[config.mk]
export PLATFORM = sky130hd
export DESIGN_NAME = bit_serial_subtractor
export DESIGN_NICKNAME = d
export VERILOG_FILES = /design/src/rtl/bss_pkg.sv /design/src/rtl/one_bit_fs.sv /design/src/rtl/bit_serial_subtractor.sv
export SDC_FILE = /design/constraint.sdc
export NUM_CORES = 1
export LEC_CHECK = 0
export ABC_AREA = 1
export BUFFER_PORTS_ARGS = -buffer_cell sky130_fd_sc_hd__clkbuf_2
export CAP_MARGIN = 15
export CORE_MARGIN = 2
export CORE_UTILIZATION = 49
export CTS_BUF_LIST = sky130_fd_sc_hd__clkbuf_2
export DETAILED_ROUTE_END_ITERATION = 7
export HOLD_SLACK_MARGIN = 0.03
export PLACE_DENSITY = 0.76
export SLEW_MARGIN = 10
export SYNTH_ARGS = -nofsm -noshare
export SYNTH_HDL_FRONTEND = slang
export SYNTH_HIERARCHICAL = 1
export SYNTH_SLANG_ARGS = --single-unit
export TNS_END_PERCENT = 1
[constraint.sdc]
create_clock -name clk -period 1.23 [get_ports clk]
set_input_delay 0.246 -clock clk [delete_from_list [all_inputs] [get_ports clk]]
set_output_delay 0.246 -clock clk [all_outputs]
set_load 0.01 [all_outputs]
[src/rtl/bss_pkg.sv]
// rtl/bss_pkg.sv - shared constants, state encoding and sizing helper for the bit-serial subtractor
package bss_pkg;

    localparam int DEFAULT_WIDTH = 4;

    typedef logic [1:0] state_t;

    localparam state_t ST_IDLE  = 2'd0;
    localparam state_t ST_SHIFT = 2'd1;
    localparam state_t ST_DONE  = 2'd2;

    // Bit-counter width; clamped to 1 so a degenerate width never yields a zero-width vector.
    function automatic int cnt_width(input int width);
        return (width < 2) ? 1 : $clog2(width);
    endfunction

endpackage

[src/rtl/one_bit_fs.sv]
// rtl/one_bit_fs.sv - one-bit full subtractor cell: d = x - y - bi with borrow-out bo
module one_bit_fs (
    input  logic x,
    input  logic y,
    input  logic bi,
    output logic d,
    output logic bo
);

    assign d  = x ^ y ^ bi;
    assign bo = (~x & y) | (~(x ^ y) & bi);

endmodule

[src/rtl/bit_serial_subtractor.sv]
// rtl/bit_serial_subtractor.sv - LSB-first serial a - b - bin with start/ready/done handshake
module bit_serial_subtractor
    import bss_pkg::*;
#(
    parameter int WIDTH = DEFAULT_WIDTH
) (
    input  logic             clk,
    input  logic             rst_n,
    input  logic             start,
    input  logic [WIDTH-1:0] a,
    input  logic [WIDTH-1:0] b,
    input  logic             bin,
    output logic             ready,
    output logic             busy,
    output logic             done,
    output logic [WIDTH-1:0] diff,
    output logic             bout,
    output logic             ovf
);

    localparam int CNT_W = cnt_width(WIDTH);

    state_t           state;
    logic [CNT_W-1:0] cnt;
    logic [WIDTH-1:0] a_sr;
    logic [WIDTH-1:0] b_sr;
    logic             borrow;
    logic             a_msb;
    logic             b_msb;
    logic             cell_d;
    logic             cell_bo;
    logic             last_bit;

    one_bit_fs u_fs (
        .x  (a_sr[0]),
        .y  (b_sr[0]),
        .bi (borrow),
        .d  (cell_d),
        .bo (cell_bo)
    );

    assign last_bit = (cnt == CNT_W'(WIDTH - 1));
    assign ready    = (state != ST_SHIFT);
    assign busy     = (state == ST_SHIFT);
    assign done     = (state == ST_DONE);

    // The minuend register doubles as the difference shift register: each consumed
    // a bit leaves from the LSB while its difference bit enters at the MSB.
    always_ff @(posedge clk or negedge rst_n) begin
        if (!rst_n) begin
            state  <= ST_IDLE;
            cnt    <= '0;
            a_sr   <= '0;
            b_sr   <= '0;
            borrow <= 1'b0;
            a_msb  <= 1'b0;
            b_msb  <= 1'b0;
            diff   <= '0;
            bout   <= 1'b0;
            ovf    <= 1'b0;
        end else begin
            case (state)
                ST_SHIFT: begin
                    a_sr   <= {cell_d, a_sr[WIDTH-1:1]};
                    b_sr   <= {1'b0, b_sr[WIDTH-1:1]};
                    borrow <= cell_bo;
                    if (last_bit) begin
                        cnt   <= '0;
                        state <= ST_DONE;
                        diff  <= {cell_d, a_sr[WIDTH-1:1]};
                        bout  <= cell_bo;
                        ovf   <= (a_msb != b_msb) && (cell_d != a_msb);
                    end else begin
                        cnt <= cnt + CNT_W'(1);
                    end
                end
                default: begin
                    if (start) begin
                        a_sr   <= a;
                        b_sr   <= b;
                        borrow <= bin;
                        a_msb  <= a[WIDTH-1];
                        b_msb  <= b[WIDTH-1];
                        cnt    <= '0;
                        state  <= ST_SHIFT;
                    end else begin
                        state <= ST_IDLE;
                    end
                end
            endcase
        end
    end

endmodule

# Yosys cells after proc, flatten, opt, wreduce, memory -nomap -nowiden

Cells that the tools add are included.

Register bits: 21
Logic and storage cells: 42

Add/sub/neg operators: 1
Equal/unequal tests: 7
Mux-type cells: 12
Bitwise operators: 8
Reductions and logical operators: 4

Operators with widths:

| cell                | count |
|---|---|
| $mux 4              | 4 |
| $mux 2              | 5 |
| $eq 2x2->1 const B  | 2 |
| $ne 2x1->1 const B  | 2 |
| $reduce_and 2->1    | 2 |
| $mux 1              | 3 |
| $not 1->1           | 3 |
| $add 2x1->2 const B | 1 |
| $and 1x1->1         | 2 |
| $eq 2x1->1 const B  | 1 |
| $ne 1x1->1          | 2 |
| $reduce_bool 2->1   | 1 |
| $xor 1x1->1         | 2 |
| $logic_and 1x1->1   | 1 |
| $or 1x1->1          | 1 |

# Longest topological paths before layout

Depth after elaboration: 5
Gate-level depth with buffers: 7
Gate-level depth less buffers: 7

# Modules after synthesis

Netlist, hierarchy kept.

Modules (own cells, without submodules):

| module                | instances | cells an instance | area an instance (um^2) |
|---|---|---|---|
| bit_serial_subtractor | 1         | 107               | 918.4 |
| one_bit_fs            | 1         | 4                 | 31.3 |

# Worst setup path after synthesis

OpenSTA, ideal clock, no wires.

Kind: flip-flop to flip-flop
Start: register b_sr[0]
End: register ovf
Library setup time: 116 ps
Arrival: 1173 ps
Setup slack: -59 ps
Cell stages (with the launch flop): 8
Buffers on the path: 0
Cells stage by stage: dfrtp_1 inv_1 fa_1 nor2_1 nand2_1 nand2_1 nand2_1 nand2_1

Longest elaborated chain between the ends: 4

Ends and longest elaborated chain:

| item                      | RTL line                    | text |
|---|---|---|
| from (decl)               | bit_serial_subtractor.sv:26 | `logic [WIDTH-1:0] b_sr;` |
| from (signal assigned)    | bit_serial_subtractor.sv:65 | `b_sr <= {1'b0, b_sr[WIDTH-1:1]};` |
| $xor 1x1->1 (2 in series) | one_bit_fs.sv:10            | `assign d = x ^ y ^ bi;` |
| via cell_d                | bit_serial_subtractor.sv:30 | `logic cell_d;` |
| $ne 1x1->1                | bit_serial_subtractor.sv:72 | `ovf <= (a_msb != b_msb) && (cell_d != a_msb);` |
| $logic_and 1x1->1         | bit_serial_subtractor.sv:72 |  |
| to (signal assigned)      | bit_serial_subtractor.sv:72 |  |
| to (decl)                 | bit_serial_subtractor.sv:18 | `output logic ovf` |

The timed path passes the listed nets, and every way through them passes these cells.
A chain may end at the register's enable or synchronous reset.

# Final worst setup path

Start: register state[0]
End: output port busy

Longest elaborated chain between the ends: 1

Ends and longest elaborated chain:

| item                   | RTL line                    | text |
|---|---|---|
| from (decl)            | bit_serial_subtractor.sv:23 | `state_t state;` |
| from (signal assigned) | bit_serial_subtractor.sv:51 | `state <= ST_IDLE;` |
| from (signal assigned) | bit_serial_subtractor.sv:69 | `state <= ST_DONE;` |
| from (signal assigned) | bit_serial_subtractor.sv:85 | `state <= ST_SHIFT;` |
| $eq 2x1->1             | bit_serial_subtractor.sv:44 | `assign busy = (state == ST_SHIFT);` |
| to (decl)              | bit_serial_subtractor.sv:14 | `output logic busy,` |

Every way passes these cells.

==> results.json <==
{
  "cts_tree": "built",
  "syn_nets": 125,
  "num_rows": 15,
  "root_buffer": "clkbuf_2",
  "route.detailed.drc": 0,
  "dpl_cell_area_sq_um": 1090,
  "crit_required_ps": 980,
  "synth_cell_types": 15,
  "antenna_found_initial": 0,
  "arrival_ps": 1090,
  "top_layer": "met4",
  "power_mw": 2.95,
  "clkSinkCount": 21,
  "syn-cell-area_sq_um": 950,
  "h-tree-depth": 1,
  "hold_class": "primary input to flip-flop",
  "yosys.area_share.simple": 0.335,
  "drtIter0Drc": 18,
  "max-slew-margin-rel": 0.648,
  "seq_area_frac_synth": 0.553,
  "cts_buffers": 3,
  "wl_per_cell_um": 11.3,
  "final_util": 0.644,
  "fill_cells": 167,
  "dieArea_sq_um": 2310,
  "p_sw_frac": 0.418,
  "grt_usage": 0.197,
  "place.gp.congestion": 0.765,
  "irDropWorstVdd_mv": 1.48,
  "outcome": "complete, but fails checks",
  "max_cap_violations": 0,
  "dr_wl_met3_um": 115,
  "yosysWarnings": 6,
  "drt.antenna.violating_nets": 0,
  "synth_compound_area_frac": 0.00527,
  "routed-via-count": 821,
  "grt_pass1_wl_mm": 3.03,
  "regArea_sq_um": 526,
  "die_h_um": 48.0,
  "syn_area_per_cell_sq_um": 8.56,
  "cts_buffer_depth": 2,
  "nets": 154,
  "dp_cells": 157,
  "p_sw_mw": 1.23,
  "routed_wl_mm": 1.85,
  "stdcell_count": 164,
  "first_global_vias": 704,
  "synth_top_family_by_area": "simple AND/OR/NAND/NOR gates",
  "gr-total-overflow": 0,
  "layout_common_cells": "nand2_1, nand3_1, dfrtp_1, clkbuf_2, buf_4",
  "hold_viol": 0,
  "ys_seq_elements": 21,
  "syn2layout_area_growth_pct": 20.8,
  "drive_gt1_frac": 0.295,
  "syn_inst": 111,
  "rsz0062_at_grt": "yes",
  "p_int_mw": 1.71,
  "start_util": 0.533,
  "layout_commonest_cell": "nand2_1",
  "crit_path_end_kind": "output pin",
  "critical_path.max_fanout": 3,
  "start_kind": "flip-flop",
  "power_frac_seq": 0.410,
  "dieWidth_um": 48.0,
  "worst_pin_slew_ps": 528,
  "path_clk_slew_ps": 180,
  "wl_met2_um": 882,
  "final_cell_area_sq_um": 1150,
  "finalMaxSlewViolations": 0,
  "met1Wirelength_um": 820,
  "grt_max_degree": 22,
  "worstSetupPathType": "flip-flop to output pin",
  "ios": 21,
  "dp_hpwl_mm": 1.38,
  "powerDensity_nw_per_um2": 2570,
  "fin_crit_ps": 1340,
  "period_share": 1.09,
  "core_sq_um": 1780,
  "n_antenna_cell": 0,
  "synthMuxAreaShare": 0,
  "fmax_mhz": 749,
  "clock-skew-final_ps": 9.66,
  "power_frac_clock": 0.094,
  "setup-violations-final": 6,
  "first_pass_iters": 4,
  "violations": "setup timing",
  "synth_xor_area_frac": 0,
  "portBuffers": 20,
  "synth_fa_ha_area_frac": 0.0343,
  "multiInputGateArea_sq_um": 370,
  "fin_ws_ps": -106,
  "worst_skew_pair.late_latency_ps": 320,
  "vias_per_cell": 5.01,
  "power_frac_comb": 0.496,
  "leakagePower_nw": 0.636
}
## synth_stat cells
cell type / n / share of area
fa_1: 1 / 0.021
o21ai_1: 1 / 0.0053
nor2_2: 2 / 0.013
dfrtp_1: 21 / 0.55
nand2_1: 39 / 0.15
clkinv_1: 1 / 0.0039
nand3_1: 27 / 0.14
buf_2: 1 / 0.0053
buf_6: 1 / 0.012
inv_2: 1 / 0.0039
ha_1: 1 / 0.013
buf_4: 2 / 0.016
nand2_2: 2 / 0.013
nor2_1: 3 / 0.012
inv_1: 8 / 0.032
## critical path: stages, from the launching register on
cell and delay (ps):
dfrtp_1 460, inv_2 60, nor2_4 120, buf_2 140
## power by group through the flow
stage / Sequential, mW / Clock [mW] / Combinational, mW
final: 1.21 / 0.277 / 1.46
after global placement: 1.19 / 0 / 1.27
after global routing: 1.25 / 0.319 / 1.66
after floorplan: 1.21 / 0 / 0.913
after detailed placement: 1.21 / 0 / 1.32
after CTS: 1.21 / 0.286 / 1.44
## per-layer routing
metal  up-vias  global-route usage
li1        410                   -
met1       377               0.244
met2        30               0.312
met3         4              0.0566
met4         0               0.103
met5         -                   0
## flip-flops by register name, indices dropped and copies added (netlist names), 2 cells and up
register	flops
b_sr	4
state	2
cnt	2
diff	4
a_sr	4
## cell type report
type	count	share of cell area
timing repair buffer	28	0.142
clock buffer	3	0.0131
sequential	21	0.458
clock inverter	1	0.00436
multi-input combinational	76	0.323
tap	25	0.0273
inverter	10	0.0327
## cell families (layout without fill, tap and decap cells)
| group | count (synthesis) | count (layout) |
|---|---|---|
| fa+ha+maj | 2 | 2 |
| flops | 21 | 21 |
| simple gates | 73 | 73 |
| compound gates | 1 | 1 |
| buf+inv | 14 | 42 |
## worst paths after layout
check,slack (ps),start,cells past startpoint,endpoint
max in group asynchronous,480,rst_n,2,b_sr[1]
worst max-delay path,-110,state[0],3,busy
min in group asynchronous,390,rst_n,2,diff[0]
worst min-delay path,150,a[2],3,a_sr[2]
worst max register to register,-110,b_sr[0],7,ovf
worst min register to register,490,b_sr[3],2,b_sr[3]
## timing repair
action / 4_1_cts / 5_1_grt
hold buffers: 1 / 0
pin swaps: 2 / 1
gates resized for setup: 4 / 5
setup buffers: 2 / 0
endpoints found under the setup margin: 6 / 7
endpoints found under the hold margin: 21 / 0
## metrics by stage
stage / setup slack (ps) / setup TNS [ps] / hold WS [ps]
2_1_floorplan: -49.4 / -49.4 / -49.6
3_3_place_gp: -76.8 / -76.8 / 235
3_5_place_dp: -151 / -165 / 240
4_1_cts: -125 / -606 / 148
5_1_grt: -198 / -953 / 134
6_report: -106 / -508 / 149
Power figures use the tool's default switching activity.
